### src/rtl/br_pred_track.sv
`default_nettype none
// ============================================================================
//  Module   : br_pred_track
//  Purpose  : In-order tracker for in-flight conditional branches between
//             fetch and commit. Records each fetch-time prediction, accepts
//             out-of-order resolutions from execute by tag, and on an
//             in-order commit drives the predictor's training (update) port.
//
//  Ports    : clk, reset        - clock, synchronous active-high reset
//             flush_            - active-low squash of all tracked branches
//             pred_valid_/pc/taken, pred_tag, full, empty
//                               - fetch-side allocation interface
//             res_valid_/tag/taken
//                               - execute-side resolution interface
//             commit_           - active-low retire request for the oldest
//             commit_pc, br_commit_, br_result, br_pred_miss_
//                               - registered predictor update outputs
//
//  Revision : 1.0 - initial release
// ============================================================================
module br_pred_track #(
    parameter int ADDR  = 32,
    parameter int DEPTH = 8,
    parameter int TAGW  = $clog2(DEPTH)
) (
    input  logic            clk,
    input  logic            reset,
    input  logic            flush_,
    input  logic            pred_valid_,
    input  logic [ADDR-1:0] pred_pc,
    input  logic            pred_taken,
    output logic [TAGW-1:0] pred_tag,
    output logic            full,
    output logic            empty,
    input  logic            res_valid_,
    input  logic [TAGW-1:0] res_tag,
    input  logic            res_taken,
    input  logic            commit_,
    output logic [ADDR-1:0] commit_pc,
    output logic            br_commit_,
    output logic            br_result,
    output logic            br_pred_miss_
);

    localparam logic [TAGW:0] c_PTR_ONE = {{TAGW{1'b0}}, 1'b1};

    // Entry storage: one bit per entry for the flags, PC array alongside.
    logic [DEPTH-1:0] r_valid;
    logic [DEPTH-1:0] r_resolved;
    logic [DEPTH-1:0] r_pred;
    logic [DEPTH-1:0] r_result;
    logic [ADDR-1:0]  r_pc [DEPTH];

    // Pointers carry an extra wrap bit so full and empty are distinguishable.
    logic [TAGW:0]    r_head;
    logic [TAGW:0]    r_tail;

    // Registered update-port outputs.
    logic             r_br_commit_n;
    logic [ADDR-1:0]  r_commit_pc;
    logic             r_br_result;
    logic             r_br_pred_miss_n;

    logic [TAGW-1:0]  w_head_idx;
    logic [TAGW-1:0]  w_tail_idx;
    logic             w_full;
    logic             w_empty;
    logic             w_alloc;
    logic             w_resolve;
    logic             w_commit;

    assign w_head_idx = r_head[TAGW-1:0];
    assign w_tail_idx = r_tail[TAGW-1:0];

    assign w_full  = (r_head[TAGW] != r_tail[TAGW]) && (w_head_idx == w_tail_idx);
    assign w_empty = (r_head == r_tail);

    // Allocation looks only at the registered full flag, so a commit freeing
    // a slot in the same cycle does not let a request in.
    assign w_alloc   = !pred_valid_ && !w_full;
    assign w_resolve = !res_valid_ && r_valid[res_tag];
    // Resolved bit is sampled before this cycle's resolve lands, so a head
    // resolved in the same cycle does not commit yet.
    assign w_commit  = !commit_ && !w_empty && r_resolved[w_head_idx];

    // Entry and pointer state.
    always_ff @(posedge clk) begin
        if (reset) begin
            r_valid    <= '0;
            r_resolved <= '0;
            r_head     <= '0;
            r_tail     <= '0;
        end else if (!flush_) begin
            // Squash dominates allocate and resolve in the same cycle.
            r_valid    <= '0;
            r_resolved <= '0;
            r_head     <= '0;
            r_tail     <= '0;
        end else begin
            // Allocate and commit never target the same slot: allocate needs
            // not-full and commit needs not-empty, which forces head != tail
            // in index whenever both fire.
            if (w_alloc) begin
                r_valid[w_tail_idx]    <= 1'b1;
                r_resolved[w_tail_idx] <= 1'b0;
                r_pc[w_tail_idx]       <= pred_pc;
                r_pred[w_tail_idx]     <= pred_taken;
                r_result[w_tail_idx]   <= 1'b0;
                r_tail                 <= r_tail + c_PTR_ONE;
            end
            if (w_resolve) begin
                r_resolved[res_tag] <= 1'b1;
                r_result[res_tag]   <= res_taken;
            end
            // Placed last so retiring the head wins over a late resolve to it.
            if (w_commit) begin
                r_valid[w_head_idx]    <= 1'b0;
                r_resolved[w_head_idx] <= 1'b0;
                r_head                 <= r_head + c_PTR_ONE;
            end
        end
    end

    // Update-port outputs. A commit coinciding with a flush is still emitted:
    // it is the oldest branch and retires ahead of the squash.
    always_ff @(posedge clk) begin
        if (reset) begin
            r_br_commit_n    <= 1'b1;
            r_commit_pc      <= '0;
            r_br_result      <= 1'b0;
            r_br_pred_miss_n <= 1'b1;
        end else begin
            r_br_commit_n <= !w_commit;
            if (w_commit) begin
                r_commit_pc      <= r_pc[w_head_idx];
                r_br_result      <= r_result[w_head_idx];
                r_br_pred_miss_n <= !(r_pred[w_head_idx] ^ r_result[w_head_idx]);
            end
        end
    end

    assign pred_tag      = w_tail_idx;
    assign full          = w_full;
    assign empty         = w_empty;
    assign commit_pc     = r_commit_pc;
    assign br_commit_    = r_br_commit_n;
    assign br_result     = r_br_result;
    assign br_pred_miss_ = r_br_pred_miss_n;

endmodule
`default_nettype wire

### config.mk
export PLATFORM = sky130hd
export DESIGN_NAME = br_pred_track
export DESIGN_NICKNAME = d
export VERILOG_FILES = /design/src/rtl/br_pred_track.sv
export SDC_FILE = /design/constraint.sdc
export NUM_CORES = 1
export LEC_CHECK = 0
export ABC_AREA = 1
export BUFFER_PORTS_ARGS = -buffer_cell sky130_fd_sc_hd__buf_4
export CORE_MARGIN = 10
export CORE_UTILIZATION = 34
export CTS_BUF_LIST = sky130_fd_sc_hd__clkbuf_2 sky130_fd_sc_hd__clkbuf_4 sky130_fd_sc_hd__clkbuf_8
export CTS_CLUSTER_SIZE = 20
export DETAILED_ROUTE_END_ITERATION = 12
export SYNTH_ARGS = -nofsm -noshare
export SYNTH_HDL_FRONTEND = slang
export SYNTH_SLANG_ARGS = --single-unit
### constraint.sdc
create_clock -name clk -period 4.5 [get_ports clk]
set_clock_uncertainty 0.2 [all_clocks]
set_input_delay 1.35 -clock clk [delete_from_list [all_inputs] [get_ports clk]]
set_output_delay 1.35 -clock clk [all_outputs]
set_load 0.01 [all_outputs]
### After elaboration in Yosys (flattened, before gate mapping)

Memories as Yosys holds them, arrays and structs flattened. A register that Yosys moved wholly into a read port is not among the register bits.
Cells that the tools add are included.

| operators by class | value |
|---|---|
| add/sub/neg operators | 2 |
| order comparisons | 6 |
| reductions and logical operators | 18 |
| mux-type cells | 35 |
| bitwise logic cells | 11 |
| equal/unequal tests | 3 |

Operators with widths:

| kind | count |
|---|---|
| two-way mux 8 bit | 15 |
| bitwise AND 8 bit | 4 |
| bitwise mux 8 bit | 2 |
| NOT 8 bit | 2 |
| OR 8 bit | 2 |
| binary-select mux 1 bit (select 3 bit) | 4 |
| < comparator 3 x 4 -> 1 bit (second input constant) | 3 |
| two-way mux 1 bit | 11 |
| demux 1 bit (select 3 bit) | 3 |
| >= comparator 3 x 1 -> 1 bit (second input constant) | 3 |
| adder 4 x 1 -> 4 bit (second input constant) | 2 |
| logical AND 1 bit | 8 |
| zero test 1 bit | 7 |
| == test 4 bit | 1 |
| == test 3 bit | 1 |
| AND reduction 3 bit | 1 |
| NOT 1 bit | 2 |
| AND reduction 2 bit | 1 |
| OR reduction 2 bit | 1 |
| != test 1 bit | 1 |
| bitwise XOR 1 bit | 1 |

| storage, ports and cells | value |
|---|---|
| register bits after elaboration | 43 |
| word-level logic and storage cells | 85 |
| bits in writable memories | 256 |
| output and inout bits | 40 |
| memories | 1 |

Memory list:

| name | words | width | rd ports | clocked after Yosys merged registers in | write ports | line | RTL |
|---|---|---|---|---|---|---|---|
| r_pc | 8 | 32 | 1 | 1 | 1 | 52 | `logic [ADDR-1:0] r_pc [DEPTH];` |

### Logic depth before layout (Yosys ltp)

Gate-level depths: netlist of run 1.

| logic depth | value |
|---|---|
| word-level depth | 15 |
| gate-level depth with buffers | 13 |

### Worst setup path before layout of run 1

Ideal clock, no wire load.

| timing path | value |
|---|---|
| kind | input port to flip-flop |
| from | input port pred_valid_ |
| to | memory r_pc[0][0] (enable) |
| required time | 3.879 ns |
| slack | 0.607 ns |
| data arrival time | 3.271 ns |
| setup time | 0.421 ns |
| stages on the path | 4 |
| path through | inv_1 > clkbuf_1 > nand4_1 > nor2_1 |

| on the way | value |
|---|---|
| word-level cells in the longest chain between the ends | 6 |

Ends and longest elaborated chain:

| item | line | RTL |
|---|---|---|
| start: declaration | 29 | `input logic pred_valid_,` |
| zero test 1 bit | 80 | `assign w_alloc = !pred_valid_ && !w_full;` |
| logical AND 1 bit | 80 |  |
| two-way mux 1 bit | 103 | `if (w_alloc) begin` |
| two-way mux 1 bit | 93 | `end else if (!flush_) begin` |
| two-way mux 1 bit | 88 | `if (reset) begin` |
| two-way mux 1 bit (not written as such) | 106 | `r_pc[w_tail_idx] <= pred_pc;` |
| end: declaration | 52 |  |

No other way between the ends.

### Worst setup path after layout of run 1

| timing path | value |
|---|---|
| from | register r_head[0] |
| to | output port full |

| on the way | value |
|---|---|
| word-level cells in the longest chain between the ends | 2 |

Ends and longest elaborated chain:

| item | line | RTL |
|---|---|---|
| start: declaration | 55 | `logic [TAGW:0] r_head;` |
| start signal: assignment | 119 | `r_head <= r_head + c_PTR_ONE;` |
| == test 3 bit | 75 | `assign w_full = (r_head[TAGW] != r_tail[TAGW]) && (w_head_idx == w_tail_idx);` |
| logical AND 1 bit | 75 |  |
| end: declaration | 33 | `output logic full,` |

No other way between the ends.

==> impl_metrics.env, run 1 <==
export IMPL_synth_compound_area_share_pct=8.99
export IMPL_grt_pass1_wl_um=49900
export IMPL_syn_mean_instance_area_sq_um=11.2
export IMPL_ant_nets=0
export IMPL_cts_max_level=2
export IMPL_syn_inst=1196
export IMPL_die_h_um=218
export IMPL_finalSetupViolCount=0
export IMPL_final_min_clock_period_ps=3800
export IMPL_crit_fanout=35
export IMPL_cts_inserted_buffers=53
export IMPL_cts_resized=0
export IMPL_peakVddDrop_v=0.000230
export IMPL_cts_sinks=331
export IMPL_synth_seq_cells=331
export IMPL_clk_pin_slew_ps=60
export IMPL_drive_gt1_share_pct=17.1
export IMPL_core_area_sq_um=38700
export IMPL_worstSetupEndpointType="output port"
export IMPL_cts_hold_fix_buffers=0
export IMPL_yosysMostFrequentCell="edfxtp_1"
export IMPL_vias=8891
export IMPL_grt_start_max_net_pins=116
export IMPL_syn_num_nets=1241
export IMPL_ys_dominant_reg_cell="edfxtp_1"
export IMPL_met2_length_um=15100
export IMPL_ios=83
export IMPL_worst_ep_arrival_time_ps=2250
export IMPL_gp_congestion=0.838
export IMPL_ys_types=35
export IMPL_clockBufferDepth=3
export IMPL_portBuffers=82
export IMPL_vias_per_cell=4.82
export IMPL_rsz0062_at_grt="no"
export IMPL_hold_viol_final=0
export IMPL_root_buffer="clkbuf_8"
export IMPL_post_cts_buffers=0
export IMPL_start_kind="flop"
export IMPL_area_growth_pct=16.3
export IMPL_wl_per_cell_um=17.6
export IMPL_finalSetupTns_ps=0
export IMPL_maxSlewHeadroom_pct=21.0
export IMPL_cp_required_ps=2950
export IMPL_ys_top_cells_by_count="272 x edfxtp_1, 227 x nor2_1, 173 x nand2_1"
export IMPL_fmax_mhz=263
export IMPL_fin_area_sq_um=15600
export IMPL_syn_cell_area_sq_um=13400
export IMPL_synth_edff_count=272
export IMPL_cts_tree="done"
export IMPL_hold_class="flop to flop"
export IMPL_dpl_cell_area_sq_um=14500
export IMPL_p_per_area_nw_per_um2=387
export IMPL_muxShareOfSynthArea_pct=0
export IMPL_route_detailed_drc=0
export IMPL_initial_core_util_pct=34.5
export IMPL_tightest_slew_ps=1180
export IMPL_rows=72
export IMPL_async_flop_share_pct=0
export IMPL_antenna_found_initial=2
export IMPL_die_w_um=218
export IMPL_synth_area_top_cells="edfxtp_1 61%, dfxtp_1 8.8%, nor2_1 6.4%"
export IMPL_synth_top_area_cell="edfxtp_1"
export IMPL_status="finished, final reports clean"
export IMPL_nets=1328
export IMPL_overflow=0
export IMPL_synth_fa_ha_area_share_pct=0.187
export IMPL_topRoutingLayerUsed="met5"
export IMPL_ys_seq_area_share_pct=69.9
export IMPL_met3_length_um=1940
export IMPL_die_area_sq_um=47700
export IMPL_wl_met1_um=14600
export IMPL_initialDrtViolationCount=742
export IMPL_yosysTopAreaCellShare_pct=61.1
export IMPL_yosys_warnings=0
export IMPL_slew_viol_final=0
export IMPL_clock_latency_ps=610
export IMPL_synth_top_family_by_area="simple AND/OR/NAND/NOR gates"
export IMPL_grt_usage_pct=13.3
export IMPL_cap_violations=0
export IMPL_final_util_pct=40.2
export IMPL_yosys_area_share_xor_xnor_pct=0.327
export IMPL_finalPower_uw=6020
export IMPL_p_leak_uw=0.00569
export IMPL_synth_simple_area_share_pct=15.8
export IMPL_dr_pass1_iters=5
export IMPL_grt_pass1_vias=8577
export IMPL_dp_hpwl_um=18200
export IMPL_routed_wl_um=32400
export IMPL_critPathKind="flop to output port"
export IMPL_fin_crit_sh_pct=84.5
==> final timing paths <==
| check | end | start | slack, ps | cells past startpoint |
|---|---|---|---|---|
| max | full | r_head[0] | 700 | 6 |
| min | r_resolved[7] | r_resolved[7] | 290 | 2 |
| max reg2reg | r_pc[7][5] | r_tail[0] | 1270 | 9 |
| min reg2reg | r_resolved[7] | r_resolved[7] | 290 | 2 |
==> state kept, by name, summed over array words and instances (netlist names) <==
signal and flops:
r_tail 4, r_pc 256, r_result 8, r_head 4, r_pred 8, commit_pc 32, br_pred_miss_ 1, br_result 1
br_commit_ 1, r_valid 8, r_resolved 8
==> layout make-up <==
cell class / count / area (sq um)
Tap cell: 518 / 648
Antenna cell: 1 / 2.50
Fill cell: 3804 / 23200
Sequential cell: 331 / 9350
Clock buffer: 75 / 913
Multi-Input combinational cell: 721 / 3460
Inverter: 76 / 288
Clock inverter: 21 / 139
Timing Repair Buffer: 100 / 751
==> worst max-delay path, stage by stage (launching register included) <==
cell and delay (ps):
dfxtp_4 400, inv_4 300, nand2_1 110, nand2_1 80, nand4_1 470, inv_1 170, buf_4 140
==> placed cells by master (no fill, tap or decap), drive strengths merged <==
cell	n
clkinvlp	1
o21a	1
o21ai	142
nor2	231
clkbuf	75
inv	77
diode	1
nand3b	3
nor3	41
nand4	13
and2	1
edfxtp	272
a21oi	13
o21bai	1
o2111ai	1
xor2	4
o22ai	62
o211ai	2
nand2	176
buf	100
bufinv	1
xnor2	1
ha	2
or2	2
nand3	25
dfxtp	59
clkinv	18
==> layer usage <==
| metal | track usage, % | vias up |
|---|---|---|
| li1 | - | 4335 |
| met5 | 0 | - |
| met3 | 2.83 | 61 |
| met1 | 17.5 | 4232 |
| met4 | 4.47 | 4 |
| met2 | 21.5 | 259 |
==> power by group <==
| group | switching [uW] | internal [uW] | leakage (uW) |
|---|---|---|---|
| Sequential | 7.02 | 3330 | 0.00293 |
| Clock | 1180 | 1370 | 0.000556 |
| Combinational | 92.0 | 43.2 | 0.00221 |
| Total | 1280 | 4750 | 0.00569 |
==> cells by family after synthesis <==
| logic type | Yosys count |
|---|---|
| compound gates | 222 |
| xor+xnor | 5 |
| fa+ha+maj | 2 |
| buf+inv | 144 |
| flops | 331 |
| simple gates | 492 |
==> metrics by stage <==
stage	hold slack (ps)	instances	setup slack, ps
6_report	286	1843	696
5_1_grt	304	1842	496
4_1_cts	280	1842	629
3_5_place_dp	267	1746	920
3_3_place_gp	269	1746	937
2_1_floorplan	227	1196	607
(Power assumes the default switching activity.)
==> run 2, diff against run 1 <==
clock period = 3.5 ns   (was 4.5 ns; I/O delays follow)
==> run 2 against run 1 <==
Clock power grew 35%. Power grew 31%. Count of clock-buffer cells in the layout grew 7. Sequential share of layout area shrank 0.95 points. Global-route usage grew 0.49 points.
==> impl_metrics.env, run 2 (same netlist as run 1, synthesis figures left out) <==
export IMPL_peakVddDrop_v=0.000284
export IMPL_cts_tree="done"
export IMPL_ff2ff_setup_slack_ps=870
export IMPL_reg2regPathDepth=10
export IMPL_dp_hpwl_um=18800
export IMPL_worstSetupEndpointType="output port"
export IMPL_crit_chain="inv_1, nand2_1, nand2_1, nand4_1, buf_4, inv_1, buf_4"
export IMPL_final_min_clock_period_ps=3200
export IMPL_p_int_uw=6270
export IMPL_cp_required_ps=2250
export IMPL_reg2reg_to="commit_pc[2]"
export IMPL_vias_per_cell=4.88
export IMPL_status="finished, final reports clean"
export IMPL_gp_congestion=0.833
export IMPL_initialDrtViolationCount=729
export IMPL_r2r_start="r_head[2]"
export IMPL_ant_nets=0
export IMPL_drive_gt1_share_pct=18.0
export IMPL_tightest_slew_ps=1090
export IMPL_dp_cells=1753
export IMPL_die_w_um=218
export IMPL_p_leak_uw=0.00580
export IMPL_overflow=0
export IMPL_initial_core_util_pct=34.5
export IMPL_final_cell_mix="272 x edfxtp_1, 219 x nor2_1, 173 x nand2_1, 140 x o21ai_0, 97 x buf_4"
export IMPL_start_kind="flop"
export IMPL_top_usage_layer="met2"
export IMPL_cts_sinks=331
export IMPL_antenna_found_initial=3
export IMPL_finalPower_uw=7920
export IMPL_clockBufferDepth=3
export IMPL_cts_hold_fix_buffers=0
export IMPL_grt_pass1_wl_um=51600
export IMPL_critPathSlowestCell="dfxtp_1"
export IMPL_use_met3_pct=3.30
export IMPL_fin_crit_sh_pct=91.3
export IMPL_top_register="r_pc"
export IMPL_cts_resized=0
export IMPL_worst_ep_arrival_time_ps=1950
export IMPL_clk_pin_slew_ps=70
export IMPL_critPathKind="flop to output port"
export IMPL_cts_inserted_buffers=52
export IMPL_rsz0062_at_grt="no"
export IMPL_hold_class="flop to flop"
export IMPL_swShare_pct=20.8
export IMPL_max_stage_delay_ps=560
export IMPL_combPwrFrac_pct=2.4
export IMPL_finalSetupViolCount=0
export IMPL_area_growth_pct=18.2
export IMPL_layout_commonest_cell="edfxtp_1"
export IMPL_fillers=3736
export IMPL_fmax_mhz=313
export IMPL_final_util_pct=40.8
export IMPL_grt_pass1_vias=8914
export IMPL_largest_reg_flops=256
export IMPL_maxSlewHeadroom_pct=27.6
export IMPL_nets=1334
export IMPL_vias=9030
export IMPL_hold_viol_final=0
export IMPL_post_cts_buffers=0
export IMPL_root_buffer="clkbuf_8"
export IMPL_p_per_area_nw_per_um2=501
export IMPL_rows=72
export IMPL_pwr_share_seq_pct=54.2
export IMPL_min_delay_start="r_valid[7]"
export IMPL_portBuffers=82
export IMPL_slew_viol_final=0
export IMPL_crit_fanout=13
export IMPL_grt_start_max_net_pins=108
export IMPL_grt_use_met1_pct=18.5
export IMPL_finalSetupTns_ps=0
export IMPL_die_area_sq_um=47700
export IMPL_final_instance_count_excl_fill=1852
export IMPL_clkPwrFrac_pct=43.5
export IMPL_wl_per_cell_um=18.0
export IMPL_use_met2_pct=21.6
export IMPL_route_detailed_drc=0
export IMPL_p_switching_uw=1650
export IMPL_clock_latency_ps=610
export IMPL_grt_usage_pct=13.8
export IMPL_die_h_um=218
export IMPL_ios=83
export IMPL_cts_max_level=2
export IMPL_holdPathEnd="r_valid[7]"
export IMPL_cap_violations=0
export IMPL_routed_wl_um=33300
export IMPL_core_area_sq_um=38700
export IMPL_worstHoldPathCells=2
export IMPL_dr_pass1_iters=5
==> run 2: cell types whose count changed in the layout (fill, tap and decap cells not counted), sizes merged <==
cell and change:
clkbuf +7, buf +7, clkinvlp -1, clkinv -4
==> run 2: metal layers <==
| metal | wire (um) | up-vias |
|---|---|---|
| met5 | 17 | - |
| met4 | 651 | 4 |
| met2 | 15100 | 259 |
| li1 | - | 4355 |
| met3 | 2270 | 57 |
| met1 | 15200 | 4355 |
==> run 2: area by class of cell <==
| cell class | instances | area [sq um] | area share, % |
|---|---|---|---|
| Antenna cell | 1 | 2.50 | 0.0158 |
| Timing Repair Buffer | 107 | 928 | 5.87 |
| Multi-Input combinational cell | 721 | 3460 | 21.9 |
| Tap cell | 518 | 648 | 4.10 |
| Sequential cell | 331 | 9350 | 59.2 |
| Clock inverter | 16 | 108 | 0.681 |
| Clock buffer | 82 | 1020 | 6.43 |
| Inverter | 76 | 288 | 1.82 |
==> run 2: worst max-delay path by stage <==
stage	from	end	slack (ps)
6_report	r_head[2]	full	300
5_1_grt	r_head[2]	full	160
4_1_cts	r_head[2]	full	270
3_5_place_dp	commit_	commit_pc[5]	650
3_3_place_gp	commit_	commit_pc[6]	690
2_1_floorplan	reset	r_pc[1][0]	-9
==> run 2: critical path: cells and delay by family (launching register included) <==
family | cells | cell delay [ps]
buffers and inverters | 4 | 530
flip-flops | 1 | 560
AND/OR/NAND/NOR | 3 | 240
==> run 2: stage by stage <==
stage	instance area [sq um]	setup slack [ps]	hold slack (ps)
2_1_floorplan	13400	-9.33	227
3_3_place_gp	14700	692	247
3_5_place_dp	14700	645	251
4_1_cts	15800	273	261
5_1_grt	15800	164	271
6_report	15800	304	263
==> run 2: power groups by stage <==
stage | Combinational (uW) | Sequential [uW] | Clock [uW]
CTS | 187 | 4290 | 3520
global placement | 183 | 4370 | 0
finish | 186 | 4290 | 3440
detailed placement | 187 | 4370 | 0
global route | 206 | 4290 | 3700
floorplan | 68.5 | 4370 | 0
==> run 3, diff against run 2 <==
CORE_ASPECT_RATIO = 0.9   (was not set)
==> run 3 against run 2 <==
Register-to-register slack lost 200 ps. Non-clock buffer count grew 2. Sequential power is essentially flat. Critical path depth shrank 3. Cell area shrank 0.36%. Die area is essentially flat. Maximum frequency shrank 4.7%. Wire length shrank 2.4%. Power shrank 1.0%. Clock power shrank 2%. Critical endpoint unchanged. Highest routed layer unchanged.
==> impl_metrics.env, run 3 (same netlist as run 1, synthesis figures left out) <==
export IMPL_status="finished, final reports clean"
export IMPL_nets=1335
export IMPL_critPathSlowestCell="dfxtp_1"
export IMPL_p_per_area_nw_per_um2=497
export IMPL_route_detailed_drc=0
export IMPL_rows=68
export IMPL_reg2regPathDepth=7
export IMPL_p_leak_uw=0.00578
export IMPL_cap_violations=0
export IMPL_die_h_um=208
export IMPL_final_cell_mix="272 x edfxtp_1, 219 x nor2_1, 173 x nand2_1, 140 x o21ai_0, 103 x buf_4"
export IMPL_cp_top_family="flip-flops"
export IMPL_vias_per_cell=4.81
export IMPL_fin_crit_sh_pct=95.8
export IMPL_hold_ws_ps=257
export IMPL_grt_usage_pct=13.3
export IMPL_cts_resized=0
export IMPL_ff2ff_setup_slack_ps=670
export IMPL_slew_viol_final=0
export IMPL_grt_pass1_vias=8782
export IMPL_max_stage_delay_ps=550
export IMPL_min_delay_start="r_valid[7]"
export IMPL_hold_viol_final=0
export IMPL_die_area_sq_um=47700
export IMPL_top_register="r_pc"
export IMPL_core_area_sq_um=38600
export IMPL_tightest_slew_ps=792
export IMPL_die_w_um=229
export IMPL_start_kind="flop"
export IMPL_clk_pin_slew_ps=60
export IMPL_fmax_mhz=298
export IMPL_drive_gt1_share_pct=18.5
export IMPL_ios=83
export IMPL_portBuffers=82
export IMPL_cts_inserted_buffers=51
export IMPL_finalSetupTns_ps=0
export IMPL_cts_hold_fix_buffers=0
export IMPL_antenna_found_initial=3
export IMPL_rsz0062_at_grt="no"
export IMPL_gp_congestion=0.833
export IMPL_crit_buf_inv=2
export IMPL_critPathKind="flop to output port"
export IMPL_maxSlewHeadroom_pct=47.1
export IMPL_worst_ep_arrival_time_ps=2100
export IMPL_ant_nets=0
export IMPL_initial_core_util_pct=34.6
export IMPL_finalSetupViolCount=0
export IMPL_dp_hpwl_um=19100
export IMPL_clock_latency_ps=590
export IMPL_routed_wl_um=32500
export IMPL_root_buffer="clkbuf_8"
export IMPL_peakVddDrop_v=0.000239
export IMPL_cp_required_ps=2250
export IMPL_crit_fanout=13
export IMPL_reg2reg_to="commit_pc[24]"
export IMPL_layout_commonest_cell="edfxtp_1"
export IMPL_cts_tree="done"
export IMPL_overflow=0
export IMPL_grt_pass1_wl_um=50900
export IMPL_cts_max_level=2
export IMPL_vias=8950
export IMPL_dp_cells=1762
export IMPL_clockBufferDepth=3
export IMPL_r2r_start="r_head[0]"
export IMPL_final_min_clock_period_ps=3350
export IMPL_post_cts_buffers=0
export IMPL_wl_per_cell_um=17.5
export IMPL_worstHoldPathCells=2
export IMPL_final_util_pct=40.8
export IMPL_final_instance_count_excl_fill=1859
export IMPL_grt_start_max_net_pins=73
export IMPL_initialDrtViolationCount=765
export IMPL_hold_class="flop to flop"
export IMPL_dr_pass1_iters=5
export IMPL_area_growth_pct=17.7
export IMPL_cts_sinks=331
export IMPL_worstSetupEndpointType="output port"
export IMPL_crit_chain="xnor2_1, nand4_1, inv_1, buf_4"
export IMPL_holdPathEnd="r_valid[7]"
export IMPL_largest_reg_flops=256
==> run 3: cell types whose count changed in the layout (fill, tap and decap cells not counted), moves of 3 or more <==
cell,delta
buf_4,+6
clkbuf_4,+12
clkinv_1,-7
buf_12,-4
clkinv_2,-3
clkbuf_8,-5
==> run 3: per-layer routing <==
layer / track usage [%] / wire (um) / vias up / part of all wire [%]
met3: 3.32 / 2000 / 48 / 6.1
met1: 18.6 / 15300 / 4290 / 47
met4: 3.59 / 465 / 4 / 1.4
met2: 20.2 / 14700 / 257 / 45
li1: - / - / 4351 / -
met5: 0 / 27 / - / 0.083
==> run 3: how the worst max path moves through the flow <==
stage	from	endpoint	slack, ps	cells after the start
after floorplan	reset	r_pc[1][0]	-9	4
after global placement	commit_	commit_pc[6]	560	7
after detailed placement	commit_	commit_pc[5]	540	7
after CTS	r_head[1]	full	110	4
after global routing	r_head[1]	full	1	4
final	r_head[1]	full	150	4
==> run 3: stage by stage <==
stage          worst slack [ps]  total power [uW]  instance area, sq um
2_1_floorplan             -9.33              4440                 13400
3_3_place_gp                559              4550                 14700
3_5_place_dp                536              4560                 14700
4_1_cts                     113              7920                 15700
5_1_grt                    1.34              8130                 15700
6_report                    147              7830                 15700
==> run 3: report_power, final <==
group          internal, uW  total, uW  leakage [uW]  switching (uW)
clock network          1870       3360      0.000588            1490
registers              4280       4290       0.00293            6.99
logic                  61.0        185       0.00227             124
==> run 3: layout make-up <==
type                       count  area, sq um
clock buffer                  89         1040
antenna                        1         2.50
inverter                      76          288
timing repair buffer         109          893
multi-input combinational    721         3460
tap                          525          657
sequential                   331         9350
clock inverter                 7         55.1
fill                        3690        22900
==> run 3: worst min-delay path, stage by stage (launching register included) <==
cell and delay [ps]:
dfxtp_1 310, inv_1 50, a21oi_1 50
